`config.mk`:
```
export PLATFORM = sky130hd
export DESIGN_NAME = blit_lfu_seq
export DESIGN_NICKNAME = d
export VERILOG_FILES = /design/src/rtl/blit_pkg.sv /design/src/rtl/lfu_word.sv /design/src/rtl/blit_lfu_seq.sv
export SDC_FILE = /design/constraint.sdc
export NUM_CORES = 1
export LEC_CHECK = 0
export ABC_AREA = 1
export BUFFER_PORTS_ARGS = -buffer_cell sky130_fd_sc_hd__buf_4
export CAP_MARGIN = 10
export CORE_UTILIZATION = 41
export DETAILED_ROUTE_END_ITERATION = 8
export GPL_TIMING_DRIVEN = 0
export HOLD_SLACK_MARGIN = 0.02
export PLACE_DENSITY = 0.58
export SLEW_MARGIN = 25
export SYNTH_ARGS = -nofsm -noshare
export SYNTH_HDL_FRONTEND = slang
export SYNTH_HIERARCHICAL = 1
export SYNTH_SLANG_ARGS = --single-unit
```
`constraint.sdc`:
```
create_clock -name CLK -period 2.7 [get_ports CLK]
set_input_delay 0.54 -clock CLK [delete_from_list [all_inputs] [get_ports CLK]]
set_output_delay 0.54 -clock CLK [all_outputs]
set_load 0.05 [all_outputs]
```
`src/rtl/blit_pkg.sv`:
```
// rtl/blit_pkg.sv - shared types and LFU opcode constants for the blitter LFU sequencer
package blit_pkg;

  // Sequencer states; one bus state per memory access plus a pointer-step state
  typedef enum logic [2:0] {
    ST_IDLE = 3'd0,
    ST_SRD  = 3'd1,
    ST_DRD  = 3'd2,
    ST_WR   = 3'd3,
    ST_STEP = 3'd4
  } state_t;

  // Common LFU minterm patterns, indexed as LFUC[{src_bit, dst_bit}]
  localparam logic [3:0] LFU_ZERO = 4'b0000;
  localparam logic [3:0] LFU_SRC  = 4'b1100;
  localparam logic [3:0] LFU_DST  = 4'b1010;
  localparam logic [3:0] LFU_XOR  = 4'b0110;
  localparam logic [3:0] LFU_OR   = 4'b1110;
  localparam logic [3:0] LFU_AND  = 4'b1000;
  localparam logic [3:0] LFU_NSRC = 4'b0011;

  // First bus state of an item: disabled reads are skipped
  function automatic state_t first_state(input logic srcen, input logic dsten);
    if (srcen) return ST_SRD;
    if (dsten) return ST_DRD;
    return ST_WR;
  endfunction

endpackage

```
`src/rtl/lfu_word.sv`:
```
// rtl/lfu_word.sv - word-wide logic function unit built from per-bit minterm selects
module lfu_word #(
  parameter int DW = 8
) (
  input  logic [DW-1:0] SRCD,
  input  logic [DW-1:0] DSTD,
  input  logic [3:0]    LFUC,
  output logic [DW-1:0] DOUT
);

  // Each output bit picks the minterm enable addressed by its source/destination bit pair
  for (genvar i = 0; i < DW; i++) begin : g_bit
    assign DOUT[i] = LFUC[{SRCD[i], DSTD[i]}];
  end

endmodule

```
`src/rtl/blit_lfu_seq.sv`:
```
// rtl/blit_lfu_seq.sv - blitter LFU sequencer: read/combine/write items over the memory handshake
module blit_lfu_seq
  import blit_pkg::*;
#(
  parameter int DW = 8,
  parameter int AW = 20,
  parameter int CW = 8
) (
  input  logic          CLK,
  input  logic          RESETL,
  input  logic          START,
  input  logic          ABORT,
  input  logic [3:0]    LFUC,
  input  logic          SRCEN,
  input  logic          DSTEN,
  input  logic          SDIR,
  input  logic          DDIR,
  input  logic [AW-1:0] SRCADDR,
  input  logic [AW-1:0] DSTADDR,
  input  logic [CW-1:0] COUNT,
  output logic          BUSY,
  output logic          DONE,
  output logic          MREQ,
  output logic          MWR,
  output logic [AW-1:0] MADDR,
  output logic [DW-1:0] MDOUT,
  input  logic [DW-1:0] MDIN,
  input  logic          MACK
);

  localparam logic [AW-1:0] A_ONE = AW'(1);
  localparam logic [CW-1:0] C_ONE = CW'(1);

  state_t        state, state_n;
  logic [3:0]    lfuc_q, lfuc_n;
  logic          srcen_q, srcen_n, dsten_q, dsten_n, sdir_q, sdir_n, ddir_q, ddir_n;
  logic [AW-1:0] sptr, sptr_n, dptr, dptr_n, sptr_step, dptr_step;
  logic [CW-1:0] cnt, cnt_n;
  logic [DW-1:0] sdat, sdat_n, ddat, ddat_n;
  logic          busy_n, done_n, mreq_n, mwr_n;
  logic [AW-1:0] maddr_n;
  logic [DW-1:0] mdout_n;
  logic [3:0]    lfu_c;
  logic [DW-1:0] lfu_s, lfu_d, lfu_out;

  // LFU operands: read data is bypassed on its ack edge so MDOUT can be registered entering WR
  always_comb begin
    lfu_c = (state == ST_IDLE) ? LFUC : lfuc_q;
    lfu_s = (state == ST_SRD) ? MDIN : ((state == ST_IDLE) ? '0 : sdat);
    lfu_d = (state == ST_DRD) ? MDIN : ((state == ST_IDLE) ? '0 : ddat);
  end

  lfu_word #(.DW(DW)) u_lfu (
    .SRCD(lfu_s),
    .DSTD(lfu_d),
    .LFUC(lfu_c),
    .DOUT(lfu_out)
  );

  // Next-state, datapath and registered bus output computation
  always_comb begin
    state_n   = state;
    lfuc_n    = lfuc_q;
    srcen_n   = srcen_q;
    dsten_n   = dsten_q;
    sdir_n    = sdir_q;
    ddir_n    = ddir_q;
    sptr_n    = sptr;
    dptr_n    = dptr;
    cnt_n     = cnt;
    sdat_n    = sdat;
    ddat_n    = ddat;
    mreq_n    = MREQ;
    mwr_n     = MWR;
    maddr_n   = MADDR;
    mdout_n   = MDOUT;
    done_n    = 1'b0;
    sptr_step = sdir_q ? (sptr - A_ONE) : (sptr + A_ONE);
    dptr_step = ddir_q ? (dptr - A_ONE) : (dptr + A_ONE);
    case (state)
      ST_IDLE: begin
        if (START) begin
          lfuc_n  = LFUC;
          srcen_n = SRCEN;
          dsten_n = DSTEN;
          sdir_n  = SDIR;
          ddir_n  = DDIR;
          sptr_n  = SRCADDR;
          dptr_n  = DSTADDR;
          cnt_n   = COUNT;
          sdat_n  = '0;
          ddat_n  = '0;
          state_n = first_state(SRCEN, DSTEN);
          mreq_n  = 1'b1;
          mwr_n   = (state_n == ST_WR);
          maddr_n = SRCEN ? SRCADDR : DSTADDR;
          mdout_n = lfu_out;
        end
      end
      ST_SRD: begin
        if (MACK) begin
          sdat_n  = MDIN;
          state_n = dsten_q ? ST_DRD : ST_WR;
          mwr_n   = !dsten_q;
          maddr_n = dptr;
          mdout_n = lfu_out;
        end
      end
      ST_DRD: begin
        if (MACK) begin
          ddat_n  = MDIN;
          state_n = ST_WR;
          mwr_n   = 1'b1;
          mdout_n = lfu_out;
        end
      end
      ST_WR: begin
        if (MACK) begin
          state_n = ST_STEP;
          mreq_n  = 1'b0;
          mwr_n   = 1'b0;
        end
      end
      ST_STEP: begin
        if ((cnt == C_ONE) || ABORT) begin
          state_n = ST_IDLE;
          done_n  = 1'b1;
        end else begin
          cnt_n   = cnt - C_ONE;
          sptr_n  = sptr_step;
          dptr_n  = dptr_step;
          state_n = first_state(srcen_q, dsten_q);
          mreq_n  = 1'b1;
          mwr_n   = (state_n == ST_WR);
          maddr_n = srcen_q ? sptr_step : dptr_step;
          mdout_n = lfu_out;
        end
      end
      default: begin
        state_n = ST_IDLE;
        mreq_n  = 1'b0;
        mwr_n   = 1'b0;
      end
    endcase
    busy_n = (state_n != ST_IDLE);
  end

  // State, latched programming, pointers, data and bus outputs
  always_ff @(posedge CLK or negedge RESETL) begin
    if (!RESETL) begin
      state   <= ST_IDLE;
      lfuc_q  <= '0;
      srcen_q <= 1'b0;
      dsten_q <= 1'b0;
      sdir_q  <= 1'b0;
      ddir_q  <= 1'b0;
      sptr    <= '0;
      dptr    <= '0;
      cnt     <= '0;
      sdat    <= '0;
      ddat    <= '0;
      BUSY    <= 1'b0;
      DONE    <= 1'b0;
      MREQ    <= 1'b0;
      MWR     <= 1'b0;
      MADDR   <= '0;
      MDOUT   <= '0;
    end else begin
      state   <= state_n;
      lfuc_q  <= lfuc_n;
      srcen_q <= srcen_n;
      dsten_q <= dsten_n;
      sdir_q  <= sdir_n;
      ddir_q  <= ddir_n;
      sptr    <= sptr_n;
      dptr    <= dptr_n;
      cnt     <= cnt_n;
      sdat    <= sdat_n;
      ddat    <= ddat_n;
      BUSY    <= busy_n;
      DONE    <= done_n;
      MREQ    <= mreq_n;
      MWR     <= mwr_n;
      MADDR   <= maddr_n;
      MDOUT   <= mdout_n;
    end
  end

endmodule
```
Word level (Yosys, flattened, before mapping)
Cells that the tools add are included.
{"block": "totals", "regBits": 107, "in_bits": 69, "wordCells": 152}
{"block": "op_classes", "addsub": 5, "n_lt_le_gt_ge": 8, "n_eq_ne": 13, "muxes": 90, "bitwise": 1, "n_reduce_logical": 18}
{"operator": "$mux W20", "count": 11}
{"operator": "$mux W8", "count": 11}
{"operator": "$pmux W20 S2", "count": 2}
{"operator": "$pmux W20 S3", "count": 1}
{"operator": "$mux W3", "count": 17}
{"operator": "$pmux W8 S2", "count": 3}
{"operator": "$add A20 B1 Y20 const B", "count": 2}
{"operator": "$sub A20 B1 Y20 const B", "count": 2}
{"operator": "$mux W1", "count": 32}
{"operator": "$lt A2 B3 Y1 const B", "count": 8}
{"operator": "$pmux W8 S3", "count": 1}
{"operator": "$bmux W1 S2", "count": 8}
{"operator": "$pmux W3 S5", "count": 1}
{"operator": "$eq A3 B2 Y1 const B", "count": 4}
{"operator": "$reduce_and A4 Y1", "count": 3}
{"operator": "$ne A2 B2 Y1 const B", "count": 5}
{"operator": "$reduce_and A3 Y1", "count": 3}
{"operator": "$reduce_bool A3 Y1", "count": 3}
{"operator": "$eq A8 B1 Y1 const B", "count": 1}
{"operator": "$sub A8 B1 Y8 const B", "count": 1}
{"operator": "$reduce_bool A2 Y1", "count": 3}
{"operator": "$pmux W1 S5", "count": 1}
{"operator": "$reduce_and A5 Y1", "count": 1}
{"operator": "$mux W4", "count": 1}
{"operator": "10 further kinds", "count": 10}

Logic depth before layout (Yosys ltp)
{"block": "depth", "word_depth": 14, "ltp_mapped": 14, "ltp_nobuf": 14}

By module
Netlist, hierarchy kept.
{"mod": "blit_lfu_seq", "instances": 1, "cells_per_inst": 1240, "area_each_um2": 8187.9, "seq_area_each_um2": 2677.6}
{"mod": "lfu_word", "instances": 1, "cells_per_inst": 76, "area_each_um2": 305.3, "seq_area_each_um2": 0.0}

Worst setup path before layout
No wires, ideal clock.
{"block": "synth_timing", "path_type": "register to register", "from": "register ddir_q", "to": "register MADDR[10]", "t_arrival_ns": 2.066, "slack_ns": 0.516, "path_stages_with_launch": 11, "period_less_slack_ns": 2.184, "cell_sequence": "dfrtp_1 ha_1 a21oi_1 nand2_1 nand2_1 nand3_1 or2_2 nand3_1 nand3_1 o21ai_1 inv_1"}
{"block": "synth_between", "elab_chain_cells": 4}
{"item": "from (decl)", "line_no": "blit_lfu_seq.sv:36", "source": "logic srcen_q, srcen_n, dsten_q, dsten_n, sdir_q, sdir_n, ddir_q, ddir_n;"}
{"item": "from (signal assigned)", "line_no": "blit_lfu_seq.sv:174", "source": "ddir_q <= ddir_n;"}
{"item": "$mux W20", "line_no": "blit_lfu_seq.sv:79", "source": "dptr_step = ddir_q ? (dptr - A_ONE) : (dptr + A_ONE);"}
{"item": "$mux W20", "line_no": "blit_lfu_seq.sv:135", "source": "maddr_n = srcen_q ? sptr_step : dptr_step;"}
{"item": "$mux W20", "line_no": "blit_lfu_seq.sv:125", "source": "if ((cnt == C_ONE) || ABORT) begin"}
{"item": "$pmux W20 S3", "line_no": "blit_lfu_seq.sv:80", "source": "case (state)"}
{"item": "to (signal assigned)", "line_no": "blit_lfu_seq.sv:184", "source": "MADDR <= maddr_n;"}
{"item": "to (decl)", "line_no": "blit_lfu_seq.sv:25", "source": "output logic [AW-1:0] MADDR,"}
Every way passes these cells. The select of a mux whose other input is x is not followed.
A chain may end at the register's enable or synchronous reset.

Worst setup path in the final report
{"block": "layout_timing", "from": "register ddir_q", "to": "register MADDR[15]"}
The elaborated chain is that of the path after synthesis.

==> summary.txt <==
setup slack, reg-to-reg: 0.30 ns
initial antenna violation count: 0
gr ovfl total: 0
clk_lat worst skew: 0.37 ns
Critical Path End Type: flop
cell taking the most area after synthesis: dfrtp_1
final critical-path required period: 2.40 ns
Max Freq: 0.417 GHz
1st-iter DRT viols: 613
xor and xnor area share after synthesis: 1.34%
# DRC: 0
P_sw: 8.39 mW
M1 GR Usage: 38.0%
Die H: 146 um
Pre-antenna DRT Iters: 5
Die W: 146 um
Starting Density: 41.8%
Total Wirelength: 28500 um
Setup Viol. Count Final: 0
first-pass GRT wire length: 45400 um
met3 GRT Util: 3.29%
dpl hpwl: 22800 um
multi-input logic area: 4900 um2
Area Overhead vs Synth: 16.7%
postcts setup bufs: 0
largest stage delay on the critical path: 0.67 ns
RSZ-0062 raised after global routing: no
Netlist cell types: 46
Net Sw Frac: 56.5%
Port Buffer Count: 99
busiest grt layer: met2
top-area cell type share of the netlist area: 31.5%
synth warn: 6
vias per cell: 5.25
diodes inserted: 0
gr usage total: 27.5%
# nets final: 1536
Post-synth top flop: dfrtp_1
# IOs: 101
period utilisation layout: 88.7%
crit path cell chain: ha_1 > nand2_1 > inv_1 > a21oi_1 > inv_1 > a21oi_1 > nand3_1 > nand3_1 > nand3_1 > nand2_1 > inv_1
ANT nets after route: 0
fin. max-slew vios: 0
Synth Area in Adders: 6.07%
Max Root-Sink Buffers: 2
startpoint types: flop
largest net degree at the start of global routing: 71
power share of the sequential group: 20.5%
Post-synth EDFFs: 0
CP Max Fanout: 21
largest family of logic cells by synthesized area: simple AND/OR/NAND/NOR gates
clock power share: 9.4%
TritonCTS Buffers: 9
FF-to-FF Start: ddir_q
Design Power: 14.9 mW
share of cells above drive strength 1: 12.6%
gp weighted congestion: 0.951
Setup TNS: 0 ns
Root Driver: clkbuf_16
Clock Skews: 0.0149 ns
syn nets: 1425
synthesis-stage register bit count: 107
simple-gate share of the synthesized area: 34.3%
status: finished clean
fin util: 48.8%
Rel. slew slack: 49.4%
Syn Std Cell Area: 8490 um2
Worst EP required: 2.96 ns
pwr dens: 1500 nW/um2
maximum vdd drop: 603 uV
vias in the first global route: 8646
count leader, synth: nand2_1
Core Area: 20300 um2
max cap viols: 0
Compound-Gate Fraction of Synth Area: 15.6%
Hold Crit Class: in -> async
Critical R2R Capture: MADDR[15]
Power Internal: 6.46 mW
met2 Resource Use GR: 43.6%
clock slew at reported path FFs: 0.08 ns
register area share after synthesis: 31.5%
full die area: 21300 um2
post-synthesis cell count: 1316
H-tree depth: 3
post-DR wirelength/cell: 16.7 um
Fillers: 2205
Synth async-reset ratio: 100%
row count: 52
commonest cells in the netlist: 418 x nand2_1, 168 x inv_1, 110 x nand3_1
WHS: 0.0664 ns
Avg Synthesized Cell Area: 6.45 um2
CTS sink cnt: 107
Worst-Margin Slew: 0.758 ns
slowest CP cell: dfrtp_2
CP Data Arrival Time: 2.66 ns
CTS tree: yes
final hold vios: 0
reg2reg path depth: 11
register area: 2680 um2
Gate power share: 70.1%
post-synthesis mux area share: 0.398%
Leakage: 5.13 nW
top cells by area, synth: dfrtp_1 32%, nand2_1 18%, inv_1 7.4%, nand3_1 6.5%, ha_1 5.6%
total vias in the final route: 8943
Setup Crit Path Kind: reg -> reg
## cell type report
| type | count | area share (%) |
|---|---|---|
| plain buffers | 40 | 2.21 |
| flip-flops and latches | 107 | 27.0 |
| well taps | 270 | 3.41 |
| repair buffers | 100 | 7.81 |
| clock buffers | 9 | 2.27 |
| multi-input cells | 984 | 49.4 |
| inverters | 185 | 7.06 |
| clock inverters | 7 | 0.783 |
## power by group through the flow
stage | logic [mW] | clock network (mW) | registers, mW
finish | 10.4 | 1.39 | 3.05
global route | 11.7 | 1.47 | 3.14
CTS | 10.4 | 1.42 | 3.04
detailed placement | 10.3 | 0 | 3.06
global placement | 10.2 | 0 | 3.07
floorplan | 6.92 | 0 | 3.60
## cell usage in the layout (no fill, tap or decap), types with 10 or more instances in the layout
cell	n
o21ai_0	87
o22ai_1	20
inv_2	14
o21ai_1	30
buf_4	107
a21oi_1	68
buf_2	10
nor2_1	101
nand3_1	110
dfrtp_1	105
nor3_1	11
ha_1	38
nand2_1	418
clkbuf_1	16
nand3b_1	11
inv_1	168
## cells by family (layout without fill, tap and decap cells)
group,Yosys count,after routing
AND/OR/NAND/NOR,690,690
AO/OA/AOI/OAI,238,238
buffers and inverters,225,341
flip-flops,107,107
adder cells (fa/ha/maj),40,40
XOR/XNOR,13,13
multiplexers,3,3
## critical path: cells and delay by family (launching register included)
family	cells	cell delay [ns]
buffers and inverters	3	0.17
adders and majority gates	1	0.37
and+or+nand+nor	5	0.55
AOI/OAI and AO/OA	2	0.52
DFF	1	0.67
## per-stage QoR
stage / cell area [um2] / std cells / worst slack [ns]
after global routing: 9910 / 1702 / 0.0853
final: 9910 / 1702 / 0.304
after detailed placement: 9610 / 1686 / -0.0136
after CTS: 9910 / 1702 / 0.0363
after floorplan: 8490 / 1316 / 0.516
after global placement: 9570 / 1685 / -0.00570
## sequential cells by signal (all words and copies together), names as in the netlist, 4 cells and up
| name | flops |
|---|---|
| cnt | 8 |
| MDOUT | 8 |
| ddat | 8 |
| sdat | 8 |
| lfuc_q | 4 |
| dptr | 20 |
| MADDR | 20 |
| sptr | 20 |
## what timing repair did
action / 4_1_cts / 5_1_grt
pin swaps: 0 / 0
gates resized for setup: 1 / 1
cloned: 0 / 0
hold buffers: 0 / 0
setup endpoints to repair: 1 / 25
hold endpoints to repair: 0 / 0
## per-layer routing
| layer | routed length (um) | up-vias |
|---|---|---|
| li1 | - | 4483 |
| met1 | 13300 | 4109 |
| met2 | 12600 | 296 |
| met3 | 1560 | 55 |
| met4 | 1010 | 0 |
| met5 | 0 | - |
## worst max-delay path by stage
| stage | start | to | slack, ns | cells after the start |
|---|---|---|---|---|
| floorplan | ddir_q | MADDR[10] | 0.52 | 10 |
| CTS | ddir_q | MADDR[13] | 0.04 | 11 |
| finish | ddir_q | MADDR[15] | 0.30 | 11 |
| global placement | sdir_q | MADDR[13] | -0.006 | 13 |
| detailed placement | sdir_q | MADDR[13] | -0.01 | 13 |
| global route | ddir_q | MADDR[15] | 0.09 | 11 |
No activity file was read; power rests on OpenSTA's default activity.
